$ cat src/rtl/output_port_scheduler.sv
// Output port scheduler: round-robin arbiter that locks one input onto the
// output for a whole packet, gated by downstream credits, with a stall
// watchdog that frees the port when a locked packet stops moving.
module output_port_scheduler #(
  parameter int          NUM_REQ   = 3,
  parameter int          BUF_DEPTH = 4,
  parameter int          TIMEOUT   = 16,
  parameter logic [2:0]  HEAD_CODE = 3'b001,
  parameter logic [2:0]  TAIL_CODE = 3'b100,
  localparam int         CW        = $clog2(BUF_DEPTH + 1)
) (
  input  logic                   i_clk,
  input  logic                   i_rst_n,
  input  logic [NUM_REQ-1:0]     i_req,
  input  logic [3*NUM_REQ-1:0]   i_flit_type,
  input  logic                   i_credit_in,
  output logic [NUM_REQ-1:0]     o_gnt,
  output logic [2:0]             o_sel,
  output logic                   o_idle,
  output logic                   o_fire,
  output logic [CW-1:0]          o_credit_cnt,
  output logic                   o_timeout_err,
  output logic                   o_credit_err
);

  // Header flits carry no control meaning here; only the tail ends a lock.
  localparam logic [2:0] HDR = HEAD_CODE;

  localparam int SW = (TIMEOUT > 2) ? $clog2(TIMEOUT) : 1;

  typedef enum logic {S_IDLE, S_LOCKED} state_t;

  state_t              r_state;
  logic [NUM_REQ-1:0]  r_gnt;
  logic [2:0]          r_sel;
  logic [2:0]          r_rr_last;
  logic [CW-1:0]       r_credit_cnt;
  logic [SW-1:0]       r_stall_cnt;
  logic                r_timeout_err;
  logic                r_credit_err;

  logic                w_found;
  logic [2:0]          w_win;
  logic [2:0]          w_cur_type;
  logic                w_fire;
  logic                w_is_tail;
  logic                w_is_head;

  // Round-robin search starting just after the last served input.
  always_comb begin
    w_found = 1'b0;
    w_win   = '0;
    for (int k = 1; k <= NUM_REQ; k++) begin
      if (!w_found && i_req[(int'(r_rr_last) + k) % NUM_REQ]) begin
        w_found = 1'b1;
        w_win   = 3'((int'(r_rr_last) + k) % NUM_REQ);
      end
    end
  end

  // Flit type of the currently granted input.
  always_comb begin
    w_cur_type = '0;
    for (int i = 0; i < NUM_REQ; i++) begin
      if (r_sel == 3'(i)) w_cur_type = i_flit_type[3*i +: 3];
    end
  end

  assign w_fire    = (r_state == S_LOCKED) && (|(r_gnt & i_req)) && (r_credit_cnt != '0);
  // A code equal to both HEAD and TAIL is treated as a tail (single-flit packet).
  assign w_is_head = (w_cur_type == HDR);
  assign w_is_tail = (w_cur_type == TAIL_CODE) || (w_is_head && (HDR == TAIL_CODE));

  // Grant FSM with watchdog: arbitrate in IDLE, hold the lock until a tail fires or the packet stalls.
  always_ff @(posedge i_clk or negedge i_rst_n) begin
    if (!i_rst_n) begin
      r_state       <= S_IDLE;
      r_gnt         <= '0;
      r_sel         <= '0;
      r_rr_last     <= 3'(NUM_REQ - 1);
      r_stall_cnt   <= '0;
      r_timeout_err <= 1'b0;
    end else begin
      r_timeout_err <= 1'b0;
      case (r_state)
        S_IDLE: begin
          r_stall_cnt <= '0;
          if (w_found) begin
            r_state <= S_LOCKED;
            r_gnt   <= NUM_REQ'(1) << w_win;
            r_sel   <= w_win;
          end
        end
        S_LOCKED: begin
          if (w_fire) begin
            r_stall_cnt <= '0;
            if (w_is_tail) begin
              r_state   <= S_IDLE;
              r_gnt     <= '0;
              r_rr_last <= r_sel;
            end
          end else if (r_stall_cnt == SW'(TIMEOUT - 1)) begin
            r_state       <= S_IDLE;
            r_gnt         <= '0;
            r_rr_last     <= r_sel;
            r_stall_cnt   <= '0;
            r_timeout_err <= 1'b1;
          end else begin
            r_stall_cnt <= r_stall_cnt + 1'b1;
          end
        end
        default: r_state <= S_IDLE;
      endcase
    end
  end

  // Credit counter mirrors free downstream slots; overflow is flagged sticky.
  always_ff @(posedge i_clk or negedge i_rst_n) begin
    if (!i_rst_n) begin
      r_credit_cnt <= CW'(BUF_DEPTH);
      r_credit_err <= 1'b0;
    end else if (w_fire && !i_credit_in) begin
      r_credit_cnt <= r_credit_cnt - 1'b1;
    end else if (i_credit_in && !w_fire) begin
      if (r_credit_cnt == CW'(BUF_DEPTH)) r_credit_err <= 1'b1;
      else                                r_credit_cnt <= r_credit_cnt + 1'b1;
    end
  end

  assign o_gnt         = r_gnt;
  assign o_sel         = r_sel;
  assign o_idle        = (r_state == S_IDLE);
  assign o_fire        = w_fire;
  assign o_credit_cnt  = r_credit_cnt;
  assign o_timeout_err = r_timeout_err;
  assign o_credit_err  = r_credit_err;

endmodule

$ cat config.mk
export PLATFORM = sky130hd
export DESIGN_NAME = output_port_scheduler
export DESIGN_NICKNAME = d
export VERILOG_FILES = /design/src/rtl/output_port_scheduler.sv
export SDC_FILE = /design/constraint.sdc
export NUM_CORES = 1
export LEC_CHECK = 0
export CELL_PAD_IN_SITES_DETAIL_PLACEMENT = 1
export CELL_PAD_IN_SITES_GLOBAL_PLACEMENT = 1
export CORE_MARGIN = 5
export CORE_UTILIZATION = 42
export CTS_BUF_LIST = sky130_fd_sc_hd__clkbuf_4 sky130_fd_sc_hd__clkbuf_8
export DETAILED_ROUTE_END_ITERATION = 10
export PLACE_DENSITY = 0.92
export SETUP_SLACK_MARGIN = 0.2
export SYNTH_ARGS = -nofsm -noshare
export SYNTH_HDL_FRONTEND = slang
export SYNTH_SLANG_ARGS = --single-unit
$ cat constraint.sdc
create_clock -name i_clk -period 6 [get_ports i_clk]
set_input_delay 1.2 -clock i_clk [delete_from_list [all_inputs] [get_ports i_clk]]
set_output_delay 1.2 -clock i_clk [all_outputs]
set_load 0.1 [all_outputs]
; Yosys cells after proc, flatten, opt, wreduce, memory -nomap -nowiden
; Index checks and enable logic that the tools add are counted.
[totals]
ff_bits = 19
word_cells = 94
[op_classes]
addsub = 6
div = 3
magnitude_cmp = 3
eq_ne = 10
n_shift = 1
muxes = 40
bitwise_logic = 3
n_reduce_logical = 20
[ops]
columns = op, count
row1 = $lt A32 B4 Y1 const B, 3
row2 = $mod A32 B3 Y32 const B, 3
row3 = $mux W3, 16
row4 = $mux W1, 16
row5 = $reduce_and A3 Y1, 3
row6 = $add A3 B2 Y4 const B, 2
row7 = $mux W4, 2
row8 = $pmux W4 S2, 1
row9 = $bmux W1 S2, 3
row10 = $eq A3 B3 Y1 const B, 2
row11 = $logic_and A1 B1 Y1, 6
row12 = $pmux W3 S2, 1
row13 = $add A3 B1 Y4 const B, 1
row14 = $add A4 B1 Y4 const B, 1
row15 = $eq A4 B4 Y1 const B, 1
row16 = $logic_not A1 Y1, 4
row17 = $ne A2 B1 Y1 const B, 2
row18 = $reduce_and A2 Y1, 2
row19 = $reduce_bool A2 Y1, 2
row20 = $add A3 B1 Y3 const B, 1
row21 = $and A3 B3 Y3, 1
row22 = $eq A3 B1 Y1 const B, 1
row23 = $eq A3 B2 Y1 const B, 1
row24 = $logic_not A3 Y1, 1
row25 = other kinds (9), 10

; Depth between registers and ports, before layout
; Gate-level depths: netlist of run 1.
[logic_depth]
depth_word = 15
ltp_mapped = 18
ltp_nobuf = 18

; Worst setup path after synthesis of run 1
; No wires, ideal clock.
[synth_timing]
path_kind = register -> register
startpoint = reg r_rr_last[1]
endpoint = reg r_gnt[1] (netlist: o_gnt[1])
setup_time_ns = 0.131
t_arrival_ns = 4.036
t_required_ns = 5.869
setup_slack_ns = 1.833
path_stages_with_launch = 18
path_buffers = 1
synth_period_minus_slack_ns = 4.167
cell_sequence = dfstp_2 > inv_1 > ha_1 > clkbuf_1 > inv_1 > ha_1 > ha_1 > nand3b_1 > xnor2_1 > ha_1 > a31oi_1 > nand2_1 > a21oi_1 > mux2_2 > a21o_1 > a31oi_1 > nor2b_1 > o2bb2ai_1
[synth_via]
elab_chain_cells = 15
[synth_rtl]
columns = item, line_no
row1 = start: declaration, 36  ; logic [2:0] r_rr_last;
row2 = start signal: assignment, 80  ; r_rr_last <= 3'(NUM_REQ - 1);
row3 = start signal: assignment, 100  ; r_rr_last <= r_sel;
row4 = start signal: assignment, 105  ; r_rr_last <= r_sel;
row5 = $add A3 B1 Y4, "54, 56"
row6 = $mod A32 B3 Y32, "54, 56"
row7 = $bmux W1 S2, 54  ; if (!w_found && i_req[(int'(r_rr_last) + k) % NUM_REQ]) begin
row8 = $mux W1 (implied by the code) (2 in series), 54
row9 = $mux W1, 54
row10 = $logic_not A1 Y1, 54
row11 = $logic_and A1 B1 Y1, 54
row12 = $mux W1, 54
row13 = $logic_not A1 Y1, 54
row14 = $logic_and A1 B1 Y1, 54
row15 = $mux W3, 54
row16 = $shl A1 B3 Y3, 90  ; r_gnt <= NUM_REQ'(1) << w_win;
row17 = $mux W3, 88  ; if (w_found) begin
row18 = $pmux W3 S2, 85  ; case (r_state)
row19 = end signal: assignment, 90
row20 = end: declaration, 34  ; logic [NUM_REQ-1:0] r_gnt;
; Several ways; a longest one is shown, not always the timed one. The select of a mux whose other input is x is not followed.
; A chain may end at the register's enable or synchronous reset.

; Worst setup path after layout of run 1
[layout_timing]
startpoint = reg r_rr_last[1]
endpoint = reg r_gnt[2] (netlist: o_gnt[2])
; Same word-level chain as after synthesis.

==> flow_metrics.tcl, run 1 <==
set metrics [dict create \
    status "complete, no violations" \
    post-route-min-period_ps 4620 \
    avgSynthCellArea_um2 8.23 \
    syn_inst 233 \
    dp_hpwl_um 4320 \
    routed_wl_um 5280 \
    fillers 548 \
    clk_latency_ps 260 \
    crit_arrival_ps 4760 \
    hold_viol_final 0 \
    ys_seq_elements 19 \
    setup_slack_ps 1380 \
    syn2layout_area_growth_pct 19.0 \
    cpMaxStageDelayCell "dfstp_2" \
    grt_start_max_net_pins 24 \
    critPathMostFrequentCell "ha_1" \
    ys.flop_type "dfrtp_1" \
    pre_cts_slack_ps 1350 \
    n_antenna_cell 0 \
    clock_path_buffers 2 \
    htreeDepth 1 \
    fin_area_mm2 0.00228 \
    die_w_um 77.6 \
    min-delay-path-class "reg -> reg" \
    placed_cell_area_mm2 0.00223 \
    drc 0 \
    cp.required_ps 6140 \
    firstDrtPassIters 4 \
    drv_slew 0 \
    hold-path-cell-count 1 \
    grt_pass1_wl_um 9200 \
    synth_warnings 0 \
    core-area_mm2 0.00438 \
    post_cts_buffers 0 \
    min_to "r_stall_cnt[0]$_DFF_PN0_" \
    netlist_area_mm2 0.00192 \
    r2r-end "o_gnt[2]$_DFFE_PN0P_" \
    grt_pass1_vias 1999 \
    clkTransAtPathRegs_ps 70 \
    crit_fanout 9 \
    cts_buffers 3 \
    post_cts_resized 0 \
    cts-root-buf "clkbuf_8" \
    holdWs_ps 496 \
    finalCritPeriodShare 0.770 \
    worstMarginPinSlew_ps 996 \
    path_cells "inv_1 > ha_1 > inv_1 > ha_1 > ha_1 > nand3b_1 > xnor2_1 > ha_1 > a31oi_1 > nand2_1 > a21oi_1 > mux2_2 > a21o_1 > a31oi_1 > nor2b_1 > o2bb2ai_1" \
    ys_types 58 \
    track_usage 0.185 \
    ant_nets 0 \
    fmax_mhz 216 \
    place_congestion 0.922 \
    min_from "r_stall_cnt[0]$_DFF_PN0_" \
    io_pins 28 \
    drtIter0Drc 43 \
    worstSetupEndpointType "flop" \
    reg2reg_from "r_rr_last[1]$_DFFE_PN1P_" \
    cts_tree "yes" \
    r2r_setup_slack_ps 1380 \
    critPathLaunchType "flop" \
    die_h_um 77.6 \
    ys_async_sr_fraction 1.00 \
    initial_core_util 0.437 \
    hold_buffers 0 \
    grt-ovfl-total 0 \
    max_slew_margin 0.334 \
    finClkSkew_ps 1.24 \
    r2r.worst_path.cells 16 \
    synth_edf_count 0 \
    setup-violations-final 0 \
    layout-drive-gt1-share 0.0846 \
    vias 1838 \
    io_buffer_count 27 \
    synthesis.nets 272 \
    cts.sinks 19 \
    rsz0062_at_grt "false" \
    drv_cap 0 \
    nNetsFinal 300 \
    critPathMaxStageDelay_ps 670 \
    routedWlPerCell_um 16.9 \
    vias_per_cell 5.89 \
    ys_seq_area_frac 0.249 \
    path_class "reg -> reg" \
    antenna_found_initial 0 \
    die-area_mm2 0.00601 \
    tns_ps 0 \
    num_rows 24 \
]
worst max path at each step:
stage                                   startpoint                   end  slack, ps  cells after the start
final                     r_rr_last[1]$_DFFE_PN1P_  o_gnt[2]$_DFFE_PN0P_       1380                     16
after global placement    r_rr_last[1]$_DFFE_PN1P_  o_gnt[1]$_DFFE_PN0P_       1640                     16
after global routing      r_rr_last[1]$_DFFE_PN1P_  o_gnt[2]$_DFFE_PN0P_       1030                     16
after floorplan           r_rr_last[1]$_DFFE_PN1P_  o_gnt[1]$_DFFE_PN0P_       1830                     17
after detailed placement  r_rr_last[1]$_DFFE_PN1P_  o_gnt[2]$_DFFE_PN0P_       1350                     16
after CTS                 r_rr_last[1]$_DFFE_PN1P_  o_gnt[2]$_DFFE_PN0P_       1340                     16
routing by layer:
layer  GRT usage  vias to the layer above  part of all wire
li1            -                      886                 -
met1       0.210                      908              0.43
met2       0.340                       34              0.52
met3      0.0347                       10             0.033
met4      0.0653                        0             0.021
met5           0                        -                 0
cell usage after synthesis, drive strengths merged (3+ instances only):
| cell | n | area (um2) |
|---|---|---|
| nor3 | 4 | 20.0 |
| nand3 | 10 | 50.1 |
| nor2 | 24 | 92.6 |
| or2 | 3 | 18.8 |
| or3 | 3 | 18.8 |
| a21oi | 6 | 30.0 |
| a22o | 3 | 26.3 |
| xnor2 | 8 | 88.8 |
| nand4 | 5 | 31.3 |
| nor2b | 3 | 18.8 |
| o21ai | 16 | 80.1 |
| xor2 | 3 | 26.3 |
| nand2 | 22 | 82.6 |
| inv | 22 | 82.6 |
| ha | 23 | 288 |
| o2bb2ai | 3 | 32.5 |
| a31oi | 5 | 31.3 |
| dfrtp | 17 | 425 |
| buf | 4 | 18.8 |
| and3 | 3 | 18.8 |
| a21o | 4 | 32.5 |
cell usage in the layout, fill, tap and decap left out, drive strengths merged, types with 4 or more instances in the layout:
cell	n
clkdlybuf4s50	26
nor2	24
ha	23
inv	22
nand2	22
dfrtp	17
o21ai	16
nand3	10
xnor2	8
a21oi	6
nand4	5
a31oi	5
nor3	4
a21o	4
per-stage QoR:
step,cells,utilization
after global placement,308,0.510
after global routing,312,0.520
after floorplan,233,-
after detailed placement,308,0.510
final,312,0.520
after CTS,312,0.520
worst max-delay path, delay by kind of cell, from the launching register on:
| family | cells | cell delay (ps) |
|---|---|---|
| compound gates | 5 | 1200 |
| fa+ha+maj | 4 | 1180 |
| flops | 1 | 670 |
| simple gates | 3 | 600 |
| mux | 1 | 370 |
| buf+inv | 2 | 290 |
| xor+xnor | 1 | 190 |
final cells by class:
class                           instances  area (um2)  share of cell area
Sequential cell                        19         478               0.210
Inverter                               22        82.6              0.0362
Tap cell                               52        65.1              0.0285
Multi-Input combinational cell        187        1330               0.585
Clock inverter                          1        5.00             0.00219
Timing Repair Buffer                   28         275               0.121
Clock buffer                            3        41.3              0.0181
flip-flops by register name, summed over array words and instances, names as in the netlist:
register       flops
o_credit_cnt       3
o_credit_err       1
o_gnt              3
o_sel              3
o_timeout_err      1
r_rr_last          3
r_stall_cnt        4
r_state            1
cells by family (layout without fill, tap and decap cells):
group,Yosys count,count (layout),synth area share
adder cells (fa/ha/maj),24,24,0.161
multiplexers,3,3,0.0163
buffers and inverters,27,54,0.0548
AND/OR/NAND/NOR,89,89,0.230
flip-flops,19,19,0.249
XOR/XNOR,11,11,0.0601
AO/OA/AOI/OAI,60,60,0.228
Power of run 1 is left out: the tool's default activity adds up to more than one toggle a clock period on the data nets, which glitch-free logic cannot reach.
==> run 2: changes to the inputs <==
==> constraint.sdc (replaced) <==
create_clock -name i_clk -period 4.4 [get_ports i_clk]
set_input_delay 0.88 -clock i_clk [delete_from_list [all_inputs] [get_ports i_clk]]
set_output_delay 0.88 -clock i_clk [all_outputs]
set_load 0.1 [all_outputs]
==> run 2 against run 1 <==
Via count increased by 3.6%; non-clock buffer count grew 10; core utilization increased by 3.0 points; first-iteration DRC count grew to 3.0 times the previous value.
==> flow_metrics.tcl, run 2 (synthesis gave the netlist of run 1 again) <==
set metrics [dict create \
    status "complete, no violations" \
    finalCritPeriodShare 0.911 \
    crit_arrival_ps 4170 \
    cts_tree "yes" \
    grt.met1_usage 0.202 \
    nNetsFinal 310 \
    clock_path_buffers 2 \
    mostFrequentLayoutCell "clkdlybuf4s50_1" \
    grt_pass1_vias 2099 \
    crit_fanout 5 \
    min_from "r_stall_cnt[0]$_DFF_PN0_" \
    post-route-min-period_ps 4010 \
    hold-path-cell-count 1 \
    cts.sinks 19 \
    grt_start_max_net_pins 20 \
    clk_latency_ps 270 \
    ant_nets 0 \
    drc 0 \
    htreeDepth 1 \
    io_pins 28 \
    num_rows 24 \
    critPathLaunchType "flop" \
    final_cell_mix "26 x clkdlybuf4s50_1, 22 x inv_1, 22 x nand2_1, 22 x nor2_1, 20 x ha_1" \
    rsz0062_at_grt "false" \
    drtIter0Drc 130 \
    antenna_found_initial 0 \
    setup-violations-final 0 \
    die-area_mm2 0.00601 \
    tns_ps 0 \
    top_register "r_stall_cnt" \
    vias_per_cell 5.92 \
    die_h_um 77.6 \
    grt_pass1_wl_um 9520 \
    r2r_setup_slack_ps 390 \
    drv_slew 0 \
    cp.required_ps 4560 \
    core-area_mm2 0.00438 \
    n_antenna_cell 0 \
    r2r.worst_path.cells 18 \
    die_w_um 77.6 \
    vias 1905 \
    worstSetupEndpointType "flop" \
    cts-root-buf "clkbuf_8" \
    critical_path.top_delay_family "compound AO/OA/AOI/OAI gates" \
    routedWlPerCell_um 17.8 \
    initial_core_util 0.437 \
    critPathBufInv 2 \
    cts_buffers 3 \
    io_buffer_count 27 \
    crit_start "r_rr_last[1]$_DFFE_PN1P_" \
    path_cells "inv_1 > ha_1 > a21o_2 > nor2_1 > ha_1 > ha_1 > nand3b_1 > xnor2_1 > ha_1 > a31oi_2 > nand2_1 > a21oi_1 > buf_4 > mux2_2 > a21o_1 > a21oi_1 > o21ai_1 > o22a_1" \
    clkTransAtPathRegs_ps 70 \
    routed_wl_um 5730 \
    largest_reg_flops 4 \
    min_to "r_stall_cnt[0]$_DFF_PN0_" \
    cpMaxStageDelayCell "dfstp_2" \
    met3_usage 0.0243 \
    place_inst 313 \
    reg2reg_from "r_rr_last[1]$_DFFE_PN1P_" \
    critPathMaxStageDelay_ps 570 \
    min-delay-path-class "reg -> reg" \
    use_met2 0.376 \
    drv_cap 0 \
    track_usage 0.193 \
    dp_hpwl_um 4400 \
    firstDrtPassIters 4 \
    r2r-end "o_sel[2]$_DFFE_PN0P_" \
    worstMarginPinSlew_ps 982 \
    grt-ovfl-total 0 \
    worst-path-stages 18 \
    place_congestion 0.832 \
    syn2layout_area_growth_pct 25.9 \
    finClkSkew_ps 1.19 \
    pre_cts_slack_ps 61.6 \
    setup_slack_ps 392 \
    fmax_mhz 249 \
    finalNonFillerCells 322 \
    max_slew_margin 0.344 \
    hold_viol_final 0 \
    busiest_layer "met2" \
    critPathMostFrequentCell "ha_1" \
    path_class "reg -> reg" \
    hold_buffers 0 \
    layout-drive-gt1-share 0.159 \
]
run 2: cell count changes in the layout (fill, tap and decap cells not counted), moves of 2 or more:
cell,change
buf_4,+10
xor2_1,-2
ha_1,-3
ha_2,+2
xor2_2,+2
run 2: final cells by class:
| cell class | instances | area [um2] |
|---|---|---|
| clock buffer | 3 | 41.3 |
| clock inverter | 1 | 5.00 |
| fill | 534 | 1970 |
| inverter | 22 | 82.6 |
| multi-input combinational | 187 | 1390 |
| sequential | 19 | 479 |
| tap | 52 | 65.1 |
| timing repair buffer | 38 | 350 |
run 2: repair_timing:
action                                  4_1_cts  5_1_grt
gates resized for setup                       3        9
endpoints found under the setup margin        7        7
pin swaps                                     0        1
buffers inserted                              1        4
run 2: worst max path at each step:
stage,to,slack [ps]
final,o_sel[2]$_DFFE_PN0P_,390
after global routing,o_gnt[2]$_DFFE_PN0P_,140
after CTS,o_gnt[0]$_DFFE_PN0P_,220
after detailed placement,o_sel[2]$_DFFE_PN0P_,60
after global placement,o_gnt[0]$_DFFE_PN0P_,170
after floorplan,o_gnt[1]$_DFFE_PN0P_,230
run 2: metal layers:
layer	wire, um	vias up	share of wire
met5	0	-	0
met4	146	0	0.025
met3	205	13	0.036
met2	3080	50	0.54
met1	2300	934	0.40
li1	-	908	-
run 2: through the flow:
stage,utilization,hold WS (ps),area (um2)
after floorplan,-,432,1920
after global routing,0.551,513,2410
final,0.551,491,2410
after global placement,0.518,455,2270
after CTS,0.532,495,2330
after detailed placement,0.518,481,2270
Power of run 2 is left out for the same reason.
==> run 3: changes to the inputs <==
--- a/config.mk
+++ b/config.mk
@@ -11,6 +11,7 @@
 export CORE_UTILIZATION = 42
 export CTS_BUF_LIST = sky130_fd_sc_hd__clkbuf_4 sky130_fd_sc_hd__clkbuf_8
 export DETAILED_ROUTE_END_ITERATION = 10
+export GPL_ROUTABILITY_DRIVEN = 1
 export PLACE_DENSITY = 0.92
 export SETUP_SLACK_MARGIN = 0.2
 export SYNTH_ARGS = -nofsm -noshare
==> results of run 3 <==
No change in the layout: final DEF, timing and power equal those of run 2.
Power of run 3 is left out for the same reason.
